File: src/rtl/frame_receiver.sv
// frame_receiver: deserializes a 64-pixel serial stream into an 8x8 frame and scans it onto an LED matrix.
// Define FRAME_RX_DOUBLE_BUFFER_EN for separate capture/display buffers; default writes pixels straight to the display.
module frame_receiver #(
    parameter int SCAN_DIV = 16
) (
    input  logic       clk,
    input  logic       rst_n,
    input  logic [3:0] pixel_data,
    input  logic       frame_start,
    output logic [7:0] row_sel,
    output logic [7:0] col_data,
    output logic       busy,
    output logic       frame_done,
    output logic       frame_abort,
    output logic [7:0] frame_count
);
    typedef enum logic {IDLE, CAPTURE} state_t;
    state_t          state, state_next;
    logic [5:0]      idx;
    logic [7:0]      div_cnt;
    logic [2:0]      scan_row;
    logic [7:0][7:0] disp, src_buf, wr_buf;
    logic            wr_en, last, abort_hit, start_hit;
    logic            unused_pixel_bits;

    assign unused_pixel_bits = ^pixel_data[3:1];
    assign busy = (state == CAPTURE);

    always_comb begin
        state_next = state;
        wr_en = 1'b0;
        last = 1'b0;
        abort_hit = 1'b0;
        start_hit = 1'b0;
        if (state == IDLE) begin
            if (frame_start) begin
                start_hit = 1'b1;
                state_next = CAPTURE;
            end
        end else if (frame_start) begin
            abort_hit = 1'b1;
        end else begin
            wr_en = 1'b1;
            if (idx == 6'd63) begin
                last = 1'b1;
                state_next = IDLE;
            end
        end
    end

    // buffer contents with this cycle's pixel merged in, so commit sees pixel 63
    always_comb begin
        wr_buf = src_buf;
        if (wr_en) wr_buf[idx[5:3]][idx[2:0]] = pixel_data[0];
    end

    always_ff @(posedge clk or negedge rst_n) begin
        if (!rst_n) begin
            state <= IDLE;
            idx <= '0;
            frame_done <= 1'b0;
            frame_abort <= 1'b0;
            frame_count <= '0;
        end else begin
            state <= state_next;
            idx <= (start_hit || abort_hit) ? 6'd0 : wr_en ? idx + 6'd1 : idx;
            frame_done <= last;
            frame_abort <= abort_hit;
            if (last) frame_count <= frame_count + 8'd1;
        end
    end

`ifdef FRAME_RX_DOUBLE_BUFFER_EN
    logic [7:0][7:0] cap_buf;
    assign src_buf = cap_buf;

    always_ff @(posedge clk or negedge rst_n) begin
        if (!rst_n) begin
            cap_buf <= '0;
            disp <= '0;
        end else begin
            cap_buf <= wr_buf;
            if (last) disp <= wr_buf;
        end
    end
`else
    assign src_buf = disp;

    always_ff @(posedge clk or negedge rst_n) begin
        if (!rst_n) disp <= '0;
        else disp <= wr_buf;
    end
`endif

    always_ff @(posedge clk or negedge rst_n) begin
        if (!rst_n) begin
            div_cnt <= '0;
            scan_row <= '0;
            row_sel <= 8'h01;
            col_data <= '0;
        end else begin
            if (div_cnt == 8'(SCAN_DIV - 1)) begin
                div_cnt <= '0;
                scan_row <= scan_row + 3'd1;
            end else begin
                div_cnt <= div_cnt + 8'd1;
            end
            row_sel <= 8'd1 << scan_row;
            col_data <= disp[scan_row];
        end
    end
endmodule

File: config.mk
export PLATFORM = sky130hd
export DESIGN_NAME = frame_receiver
export DESIGN_NICKNAME = d
export VERILOG_FILES = /design/src/rtl/frame_receiver.sv
export SDC_FILE = /design/constraint.sdc
export NUM_CORES = 1
export LEC_CHECK = 0
export CORE_MARGIN = 2
export CORE_UTILIZATION = 53
export DETAILED_ROUTE_END_ITERATION = 8
export GPL_ROUTABILITY_DRIVEN = 0
export PLACE_DENSITY = 0.73
export SLEW_MARGIN = 20
export SYNTH_ARGS = -nofsm -noshare
export SYNTH_HDL_FRONTEND = slang
export SYNTH_SLANG_ARGS = --single-unit
File: constraint.sdc
create_clock -name clk -period 2 [get_ports clk]
set_input_delay 0.4 -clock clk [delete_from_list [all_inputs] [get_ports clk]]
set_output_delay 0.4 -clock clk [all_outputs]
set_load 0.01 [all_outputs]
Word-level counts from Yosys, hierarchy flattened --
Cells that the tools add are included.
Storage, ports and cells: logic and storage cells 54, input port bits 7, bits in read-only memories 0, register bits 108, memory bits (writable) 0, memories 0, latch bits 0
Cells by class: divide/modulo/power cells 0, reductions and logical operators 4, magnitude comparators 5, bitwise operators 0, multiply operators 0, muxes and demuxes 21, equality and inequality tests 2, shift-type cells 1, add/subtract/negate cells 4
Operators with widths (number):
- 64-bit bitwise mux | 1
- 8-bit binary-select mux with 3-bit select | 1
- 8-bit demux with 3-bit select | 1
- 8-bit 2-to-1 mux | 3
- 8-bit by 1-bit adder with 8-bit output, second input constant | 2
- 3-bit by 4-bit less-than comparator with 1-bit output, second input constant | 3
- 1-bit 2-to-1 mux | 12
- 6-bit 2-to-1 mux | 2
- 8-bit by 4-bit equality test with 1-bit output, second input constant | 1
- 1-bit by 3-bit left shift with 8-bit output, first input constant | 1
- 6-bit by 1-bit adder with 6-bit output, second input constant | 1
- 6-bit equality test, second input constant | 1
- 3-bit by 1-bit greater-or-equal comparator with 1-bit output, second input constant | 2
- 3-bit by 1-bit adder with 3-bit output, second input constant | 1
- 1-bit demux with 3-bit select | 1
- 1-bit logical AND | 2
- 2-bit nonzero test | 1
- 1-bit logical OR | 1

Longest topological paths before layout --
depth in word-level cells 7, depth in mapped cells 7, mapped depth without buffers 5

Worst setup path before layout --
No wires, ideal clock.
path kind flip-flop to flip-flop, from register scan_row[1], to register scan_row[1], cell stages (with the launch flop) 6, library setup time 125 ps, path slack 401 ps, period minus slack after synthesis 1599 ps, arrival time 1474 ps, cell sequence dfrtp_1 > clkbuf_1 > buf_2 > inv_1 > ha_1 > mux2_2
Between the ends: longest elaborated chain between the ends 1
RTL lines:
- from (decl) | line 21 | logic [2:0] scan_row;
- from (signal assigned) | line 104 | scan_row <= scan_row + 3'd1;
- 3-bit by 1-bit adder with 3-bit output | line 104
No other way between the ends. A chain may end at the register's enable or synchronous reset.

Worst setup path in the final report --
from register row_sel[0], to output port row_sel[0]
RTL lines:
- from (decl) | line 10 | output logic [7:0] row_sel,
- from (signal assigned) | line 108 | row_sel <= 8'd1 << scan_row;
No word-level cell between the ends.

==> impl_metrics.csv <==
group,metric,value,unit
final_layout,drive_gt1_share,23.7,%
final_layout,nets,484,
synthesis,ys_types,40,
worst_hold_path,min_path_type,"flip-flop to flip-flop",
critical_path,r2r_end,"disp[22]",
final_layout,utilization,63.7,%
worst_hold_path,hold_end,"div_cnt[0]",
die,fp.dieH,102,um
global_route,grt_max_degree,65,
placed_design,hpwlAfterDp,6620,um
timing,fmax,544,MHz
synthesis,ys_warn_count,0,
critical_path,reg2reg_slack,180,ps
critical_path,crit_fanout,1,
critical_path,start_kind,"flip-flop",
power,ir_drop,0.337,mV
cts,clk_pin_slew,110,ps
global_route,track_usage,20.5,%
die,die_w,102,um
timing,skew,13.6,ps
synthesis,synth-seq-cells,108,
critical_path,path_cells,"clkdlybuf4s50_1",
cts,clockRootBuffer,"clkbuf_8",
synthesis,synth-main-ff-cell,"dfrtp_1",
timing,relSlewSlack,63.7,%
critical_path,end_kind,"primary output",
timing,rsz0062_at_grt,"no",
detailed_routing,vias_per_cell,5.35,
critical_path,r2r_start,"idx[2]",
timing,tightest_slew,545,ps
die,initial_core_util,54.7,%
placed_design,place_area,5700,um2
final_layout,fin_area,5910,um2
synthesis,synth_edf_count,0,
worst_hold_path,worstHoldStart,"div_cnt[0]",
critical_path,required,1600,ps
critical_path,slowest_delay,530,ps
synthesis,yosysSeqAreaShare,53.3,%
final_layout,antenna_cells,0,
worst_hold_path,hold_depth,1,
die,dieArea,10400,um2
critical_path,cp_slowest_cell,"dfstp_2",
timing,post-route-worst-setup-slack,162,ps
die,io-pin-count,34,
final_layout,stdcell_count,602,
timing,period_needed,1840,ps
timing,drv_slew,0,
placed_design,post-place-cells,585,
cts,insertion_delay,380,ps
cts,clock_sinks,108,
critical_path,path_delay_family,"flip-flops",
timing,hold_viol,0,
synthesis,syn_inst,418,
placed_design,portBuffers,30,
cts,postCtsSetupBuffers,0,
synthesis,avgSynthCellArea,12.1,um2
cts,cts_tree,"done",
timing,setup_viol,0,
detailed_routing,routedWlPerCell,15.9,um
global_route,overflow,0,
detailed_routing,remaining_drc_errors,0,
detailed_routing,drt_wl_total,9560,um
synthesis,async_flop_share,100,%
detailed_routing,final_antenna_net_count,0,
timing,fin_crit_sh,91.9,%
job,max-cap-violations,0,
die,fp-row-count,35,
detailed_routing,drt_iter0_drc,176,
global_route,antenna_found_initial,0,
critical_path,worst-path-buf-inv,1,
detailed_routing,vias,3219,
critical_path,worstSetupPathType,"flip-flop to primary output",
cts,clk_path_buf_depth,2,
power,pwr_density_cell,667,nW/um2
critical_path,worst_r2r_path_depth,4,
global_route,grt_pass1_vias,3298,
cts,h-tree-depth,3,
cts,cts_buffers,9,
synthesis,syn-num-nets,434,
placed_design,dp_slack,-135,ps
final_layout,syn_to_final_growth,16.4,%
critical_path,worstPathArrival,1440,ps
synthesis,syn_area,5080,um2
detailed_routing,drtPass1Iterations,4,
die,core,9280,um2
power,p_leak,2.80,nW
run_status,status,"finished, final reports clean",
global_route,grt_pass1_wl,16200,um
==> placed cells by master (no fill, tap or decap), types with 2 or more instances in the layout <==
cell             count
nor2b_1              9
inv_8                2
o21ai_0              2
mux4_2              16
nand2_1             74
clkdlybuf4s50_1     29
inv_6                2
nor3_1               8
nand4b_1             3
a21o_1               2
and2_1               6
xnor2_1              9
inv_1                2
clkbuf_8             9
buf_12               3
nand3_1             10
and3_1               2
or2_1                2
mux2_2              40
and4_1               3
mux2_1              26
dfrtp_1            107
ha_1                 9
nand2b_1             5
xor2_1               8
nand4_1              7
buf_4               30
nor2_1              28
nand3b_1             3
==> worst max path at each step <==
stage                           start     endpoint  depth (start not counted)
final                      row_sel[0]   row_sel[0]                          1
after CTS                  row_sel[0]   row_sel[0]                          1
after global placement    frame_start     disp[22]                          6
after floorplan           scan_row[1]  scan_row[1]                          5
after global routing           idx[2]     disp[13]                          4
after detailed placement  frame_start     disp[22]                          6
==> cell type report <==
| class | instances | area (um2) |
|---|---|---|
| Fill cell | 734 | 3370 |
| Sequential cell | 108 | 2700 |
| Multi-Input combinational cell | 282 | 2240 |
| Timing Repair Buffer | 63 | 586 |
| Tap cell | 129 | 161 |
| Clock buffer | 10 | 128 |
| Clock inverter | 6 | 78.8 |
| Inverter | 4 | 15.0 |
==> registers in the layout (all words and copies together), names as in the netlist <==
signal and count:
row_sel 8, div_cnt 8, idx 6, scan_row 3
frame_abort 1, disp 64, col_data 8, frame_count 8
frame_done 1, busy 1
==> logic make-up (layout without fill, tap and decap cells) <==
group	Yosys count	count (layout)	synth area share, %
AO/OA/AOI/OAI	5	5	0.591
buffers and inverters	28	83	2.64
AND/OR/NAND/NOR	168	168	16.4
XOR/XNOR	17	17	2.93
multiplexers	83	83	21.9
flip-flops	108	108	53.3
adder cells (fa/ha/maj)	9	9	2.22
==> cell usage after synthesis (4+ instances only) <==
cell type	number	area share, %
and2_1	6	0.74
buf_2	11	1.1
buf_4	4	0.59
clkbuf_1	8	0.59
dfrtp_1	107	53
ha_1	9	2.2
mux2_1	26	5.8
mux2_2	40	8.9
mux4_2	16	7.1
nand2_1	74	5.5
nand2b_1	5	0.62
nand3_1	10	0.99
nand4_1	7	0.86
nor2_1	28	2.1
nor2b_1	9	1.1
nor3_1	8	0.79
xnor2_1	9	1.6
xor2_1	8	1.4
==> power by group <==
| group | switching [mW] | internal, mW |
|---|---|---|
| combinational | 0.134 | 0.121 |
| clock | 0.784 | 0.609 |
| sequential | 0.0465 | 2.25 |
==> layer usage <==
metal | track usage [%] | up-vias | share of wire, %
met2 | 32.7 | 70 | 49
met3 | 4.24 | 11 | 3.9
li1 | - | 1532 | -
met1 | 28.2 | 1606 | 45
met4 | 7.08 | 0 | 1.4
met5 | 0 | - | 0
==> repair_timing <==
action,4_1_cts,5_1_grt
hold buffers,1,0
setup endpoints to repair,0,0
resized for setup,0,0
endpoints found under the hold margin,24,0
==> per-stage QoR <==
step | TNS (ps) | hold WS [ps] | power, mW
floorplan | 0 | 104 | 2.47
global placement | -2650 | 405 | 2.58
detailed placement | -2940 | 409 | 2.59
CTS | 0 | 464 | 3.97
global route | 0 | 499 | 4.09
finish | 0 | 459 | 3.94
Power figures use the tool's default switching activity.
